<file path="src/rtl/trace_stream_arbiter.sv">
// trace_stream_arbiter: shares one trace format checker between two
// character producers, round-robin, one whole record per grant.
module trace_stream_arbiter #(
  parameter int MAX_LEN = 64,
  parameter int CNT_W = 8
) (
  input  logic             clk,
  input  logic             reset,
  input  logic             s0_valid,
  input  logic [7:0]       s0_char,
  output logic             s0_ready,
  input  logic             s1_valid,
  input  logic [7:0]       s1_char,
  output logic             s1_ready,
  output logic [7:0]       chk_char,
  output logic             chk_fire,
  input  logic [1:0]       chk_format_type,
  output logic             rec_done,
  output logic             rec_owner,
  output logic [1:0]       rec_type,
  output logic             rec_abort,
  output logic [CNT_W-1:0] ok_cnt0,
  output logic [CNT_W-1:0] err_cnt0,
  output logic [CNT_W-1:0] ok_cnt1,
  output logic [CNT_W-1:0] err_cnt1
);

  localparam int LEN_W = $clog2(MAX_LEN + 1);
  localparam logic [LEN_W-1:0] LAST_IDX = LEN_W'(MAX_LEN - 1);
  localparam logic [LEN_W-1:0] LEN_ONE = LEN_W'(1);
  localparam logic [CNT_W-1:0] CNT_ONE = CNT_W'(1);
  localparam logic [7:0] END_CH = 8'h23;

  typedef enum logic [1:0] {
    IDLE,
    XFER,
    RESULT
  } state_t;

  state_t           state;
  logic             owner;
  logic             last_owner;
  logic             aborted;
  logic [LEN_W-1:0] len;

  logic             own_valid;
  logic [7:0]       own_char;
  logic [1:0]       res_type;
  logic             res_ok;

  assign own_valid = owner ? s1_valid : s0_valid;
  assign own_char  = owner ? s1_char : s0_char;

  assign s0_ready = (state == XFER) && !owner;
  assign s1_ready = (state == XFER) && owner;

  // Filler 00 returns the checker to its start state
  assign chk_fire = (state == XFER) && own_valid;
  assign chk_char = chk_fire ? own_char : 8'h00;

  assign res_type = aborted ? 2'b00 : chk_format_type;
  assign res_ok   = (res_type != 2'b00);

  // Grant / transfer / result FSM with registered report and counters
  always_ff @(posedge clk) begin
    if (reset) begin
      state      <= IDLE;
      owner      <= 1'b0;
      last_owner <= 1'b1;
      aborted    <= 1'b0;
      len        <= '0;
      rec_done   <= 1'b0;
      rec_owner  <= 1'b0;
      rec_type   <= 2'b00;
      rec_abort  <= 1'b0;
      ok_cnt0    <= '0;
      err_cnt0   <= '0;
      ok_cnt1    <= '0;
      err_cnt1   <= '0;
    end else begin
      rec_done <= 1'b0;
      unique case (state)
        IDLE: begin
          if (s0_valid || s1_valid) begin
            owner   <= (s0_valid && s1_valid) ? ~last_owner : s1_valid;
            len     <= '0;
            aborted <= 1'b0;
            state   <= XFER;
          end
        end
        XFER: begin
          if (!own_valid) begin
            aborted <= 1'b1;
            state   <= RESULT;
          end else if (own_char == END_CH) begin
            aborted <= 1'b0;
            state   <= RESULT;
          end else if (len == LAST_IDX) begin
            aborted <= 1'b1;
            state   <= RESULT;
          end else begin
            len <= len + LEN_ONE;
          end
        end
        RESULT: begin
          rec_done   <= 1'b1;
          rec_owner  <= owner;
          rec_type   <= res_type;
          rec_abort  <= aborted;
          last_owner <= owner;
          state      <= IDLE;
          unique case (1'b1)
            !owner && res_ok:
              if (ok_cnt0 != '1) ok_cnt0 <= ok_cnt0 + CNT_ONE;
            !owner && !res_ok:
              if (err_cnt0 != '1) err_cnt0 <= err_cnt0 + CNT_ONE;
            owner && res_ok:
              if (ok_cnt1 != '1) ok_cnt1 <= ok_cnt1 + CNT_ONE;
            owner && !res_ok:
              if (err_cnt1 != '1) err_cnt1 <= err_cnt1 + CNT_ONE;
          endcase
        end
        default: state <= IDLE;
      endcase
    end
  end

endmodule

</file>
<file path="config.mk">
export PLATFORM = sky130hd
export DESIGN_NAME = trace_stream_arbiter
export DESIGN_NICKNAME = d
export VERILOG_FILES = /design/src/rtl/trace_stream_arbiter.sv
export SDC_FILE = /design/constraint.sdc
export NUM_CORES = 1
export LEC_CHECK = 0
export CAP_MARGIN = 5
export CORE_MARGIN = 2
export CORE_UTILIZATION = 48
export DETAILED_ROUTE_END_ITERATION = 10
export PLACE_DENSITY = 0.8
export SYNTH_ARGS = -nofsm -noshare
export SYNTH_HDL_FRONTEND = slang
export SYNTH_SLANG_ARGS = --single-unit
</file>
<file path="constraint.sdc">
create_clock -name clk -period 2 [get_ports clk]
set_input_delay 0.4 -clock clk [delete_from_list [all_inputs] [get_ports clk]]
set_output_delay 0.4 -clock clk [all_outputs]
set_load 0.01 [all_outputs]
</file>
# After elaboration in Yosys (flattened, before gate mapping)
# Index checks and enable logic that the tools add are counted.
[word_totals]
inputBits = 22
register_bits = 49
elab_cells = 75
out_inout_bits = 48
[op_classes]
mux = 21
eq_ne = 13
addsub = 5
bitwise = 1
n_reduce_logical = 22
[op_table]
columns = ["operator", "n"]
rows = [
  ["8-bit by 1-bit adder with 8-bit output, second input constant", 4],
  ["8-bit inequality test, second input constant", 4],
  ["7-bit 2-to-1 mux", 4],
  ["8-bit 2-to-1 mux", 2],
  ["3-bit AND reduction", 5],
  ["7-bit one-hot mux with 2 select lines", 1],
  ["2-bit 2-to-1 mux", 5],
  ["8-bit by 6-bit equality test with 1-bit output, second input constant", 1],
  ["1-bit logical AND", 8],
  ["2-bit inequality test, second input constant", 4],
  ["7-bit by 1-bit adder with 7-bit output, second input constant", 1],
  ["7-bit by 6-bit equality test with 1-bit output, second input constant", 1],
  ["1-bit 2-to-1 mux", 7],
  ["5-bit AND reduction", 1],
  ["4-bit by 2-bit inequality test with 1-bit output, second input constant", 1],
  ["2-bit one-hot mux with 2 select lines", 1],
  ["2-bit AND reduction", 2],
  ["2-bit nonzero test", 2],
  ["2-bit by 1-bit equality test with 1-bit output, second input constant", 1],
  ["2-bit equality test, second input constant", 1],
  ["1-bit logical NOT", 2],
  ["2-bit logical NOT", 1],
  ["1-bit one-hot mux with 2 select lines", 1],
  ["1-bit logical OR", 1],
  ["1-bit NOT", 1],
]

# Depth between registers and ports, before layout
[depth]
depth_word = 5
mapped_depth = 7
depth_no_buf = 6

# Worst setup path before layout
# No wires, ideal clock.
[synth_timing]
path_kind = "in2reg"
start = "input port s0_char[2]"
end = "register len[1]"
setup_ns = 0.116
n_path_buf = 0
slack_ns = 0.408
path_stages = 5
required_ns = 1.884
arrival_ns = 1.476
cell_sequence = "or4bb_1 -> nor3_2 -> or2_2 -> nor4b_1 -> a31o_1"
[synth_between]
elab_chain_len = 4
[synth_lines]
columns = ["element", "line_no", "rtl"]
rows = [
  ["start, declared", "10", "input logic [7:0] s0_char,"],
  ["8-bit 2-to-1 mux", "52", "assign own_char = owner ? s1_char : s0_char;"],
  ["8-bit by 6-bit equality test with 1-bit output", "95", "end else if (own_char == END_CH) begin"],
  ["2-bit inequality test (no source line)", "n/a", ""],
  ["5-bit AND reduction (no source line)", "n/a", ""],
  ["end signal, assigned", "102", "len <= len + LEN_ONE;"],
  ["end, declared", "44", "logic [LEN_W-1:0] len;"],
]
# Every way passes these cells.
# A chain may end at the register's enable or synchronous reset.

# Worst setup path after layout
[layout_timing]
start = "input port s0_valid"
end = "output port chk_fire"
[layout_between]
elab_chain_len = 2
[layout_lines]
columns = ["element", "line_no", "rtl"]
rows = [
  ["start, declared", "9", "input logic s0_valid,"],
  ["1-bit 2-to-1 mux", "51", "assign own_valid = owner ? s1_valid : s0_valid;"],
  ["1-bit logical AND", "58", "assign chk_fire = (state == XFER) && own_valid;"],
  ["end, declared", "16", "output logic chk_fire,"],
]
# Every way passes these cells.

==> results.toml <==
[die]
start_util = 0.492
rows = 26
pin_count = 70
die_area_mm2 = 0.00575
placeableCoreArea_mm2 = 0.00504
die_x_um = 75.9
fp.dieH_um = 75.9

[timing]
period_minus_slack_ps = 1970
skew_ps = 6.93
slew_viol_final = 0
finalCritPeriodShare = 0.987
worst_pin_slew_ps = 437
setup_violations = 0
slew_headroom = 0.706
hold_viol = 0
fmaxAchievable_ghz = 0.506

[synthesis]
avgSynthCellArea_um2 = 8.40
synth-edff-count = 0
synth_seq_cells = 49
seq_area_frac_synth = 0.396
synth-async-reset-ratio = 0
syn_area_mm2 = 0.00248
synthDistinctLibCells = 52
synthFlopType = "dfxtp_1"
synth_nets = 322
syn-instance-count = 295
yosysWarnings = 0

[grt]
grt_pass1_wl_mm = 9.15
grt_pass1_vias = 2056
antenna_found_initial = 0
grt_usage = 0.204
overflow = 0
grt_max_degree = 20

[critical_path]
r2r_end = "len[1]"
start_kind = "input port"
crit_type = "in -> out"
crit_path_max_fanout = 5
r2r_cells = 6
r2r_setup_slack_ps = 270
r2r_start = "len[0]"
end_kind = "output pin"
worst_ep_required_time_ps = 1600
crit_arrival_ps = 1570

[placed_design]
port_buffers = 69
place_inst = 439
hpwl_mm = 4.48
place_area_mm2 = 0.00332
gp_congestion = 0.848

[hold_path]
hold_class = "reg -> reg"
hold_end = "rec_type[1]"
hold_start = "rec_type[1]"
worstHoldPathCells = 2

[detailed_routing]
met3WireLength_um = 226
routed.top_layer = "met4"
drc = 0
dr_wl_met2_mm = 3.00
routed-via-count = 2413
drt_iter0_drc = 92
drt_wl_total_mm = 5.92
postRouteAntennaNets = 0
wire_per_inst_um = 13.2
vias_per_cell = 5.39
met1_length_mm = 2.58
dr.pass1.iters = 4

[finish]
fillers = 405
final_util = 0.683
diodes = 0
layout_common_cells = "clkdlybuf4s50_1, dfxtp_1, nor2_1"
final_common_cell = "clkdlybuf4s50_1"
drive_gt1_frac = 0.0926
multi_input_area_mm2 = 0.00145
regArea_um2 = 982
syn2layout_area_growth_pct = 38.9
final_nets = 404
final_area_mm2 = 0.00344
fin_cells = 448

[clock_tree]
clock_latency_ps = 300
cts_num_sinks = 49
clk_pin_slew_worst_paths_ps = 90
root_buffer = "clkbuf_8"
cts_buffers = 5
cts_max_level = 2
cts_tree = "done"
clock_path_buffers = 2

[pwr]
p_total_mw = 1.83
leakagePower_nw = 1.28
p_per_area_mw_per_mm2 = 530
ir_drop_mv = 0.389

[flow_run]
drv_cap = 0

[outcome]
status = "finished clean"
Yosys cell counts, drive strengths merged (2+ instances only):
| cell | instances | area (um2) |
|---|---|---|
| nor2 | 46 | 173 |
| or4b | 2 | 20.0 |
| o211a | 2 | 20.0 |
| nor4 | 2 | 12.5 |
| or2 | 3 | 18.8 |
| nor4b | 3 | 26.3 |
| or3b | 2 | 17.5 |
| a21oi | 13 | 65.1 |
| nor3 | 13 | 70.1 |
| and3 | 5 | 31.3 |
| xor2 | 13 | 114 |
| buf | 6 | 28.8 |
| dfxtp | 49 | 981 |
| o211ai | 5 | 37.5 |
| xnor2 | 9 | 78.8 |
| and2 | 2 | 12.5 |
| clkbuf | 3 | 11.3 |
| and4 | 2 | 17.5 |
| nand2 | 25 | 93.8 |
| nand4 | 9 | 56.3 |
| ha | 5 | 62.6 |
| o21ai | 10 | 53.8 |
| or3 | 4 | 25.0 |
| nand2b | 3 | 18.8 |
| nand3 | 19 | 95.1 |
| a211oi | 3 | 22.5 |
| mux2i | 10 | 100 |
| nor2b | 2 | 12.5 |
| inv | 8 | 30.0 |
state kept, by name (all words and copies together), names as in the netlist:
name,cells
last_owner,1
owner,1
ok_cnt0,8
rec_done,1
rec_abort,1
len,7
ok_cnt1,8
err_cnt0,8
state,2
err_cnt1,8
aborted,1
rec_type,2
rec_owner,1
layout make-up:
| cell class | count | share of cell area |
|---|---|---|
| Multi-Input combinational cell | 230 | 0.422 |
| Sequential cell | 49 | 0.285 |
| Timing Repair Buffer | 83 | 0.233 |
| Tap cell | 70 | 0.0254 |
| Clock buffer | 6 | 0.0211 |
| Inverter | 8 | 0.00872 |
| Clock inverter | 2 | 0.00436 |
through the flow:
step	hold slack, ps	TNS, ps	setup WS [ps]
2_1_floorplan	438	0	408
3_3_place_gp	460	-3510	-281
3_5_place_dp	462	-4190	-316
4_1_cts	476	0	4.43
5_1_grt	489	-10.1	-4.29
6_report	470	0	25.6
worst max-delay path, cell delays in order:
cell,delay (ps)
clkdlybuf4s50_1,440
mux2_4,320
nand2_4,90
inv_1,50
dlygate4sd2_1,280
layer usage:
layer	GRT usage	vias to the layer above
met3	0.0437	12
met4	0.0702	0
met5	0	-
li1	-	1209
met1	0.260	1140
met2	0.342	52
where the power goes:
part	internal, mW	switching (mW)
clock network	0.247	0.329
registers	0.987	0.0109
logic	0.129	0.123
total	1.36	0.463
worst max path at each step:
stage	slack, ps	endpoint	start
finish	30	chk_fire	s0_valid
global route	-4	chk_char[0]	s0_valid
CTS	4	s1_ready	owner
detailed placement	-320	chk_char[0]	s0_valid
global placement	-280	chk_char[3]	s0_valid
floorplan	410	len[1]	s0_char[2]
what timing repair did:
action                     CTS  global route
cloned                       0             1
resized for setup           14             7
hold buffers                 0             0
setup buffers                0             0
hold endpoints to repair     0             0
setup endpoints to repair   10            11
logic make-up (layout without fill, tap and decap cells):
group / count (synthesis) / count (layout) / share of synthesized area
buffers and inverters: 17 / 99 / 0.0283
flip-flops: 49 / 49 / 0.396
adder cells (fa/ha/maj): 5 / 5 / 0.0252
AO/OA/AOI/OAI: 43 / 43 / 0.120
multiplexers: 11 / 11 / 0.0449
XOR/XNOR: 22 / 22 / 0.0777
AND/OR/NAND/NOR: 148 / 149 / 0.308
(Power assumes the default switching activity.)
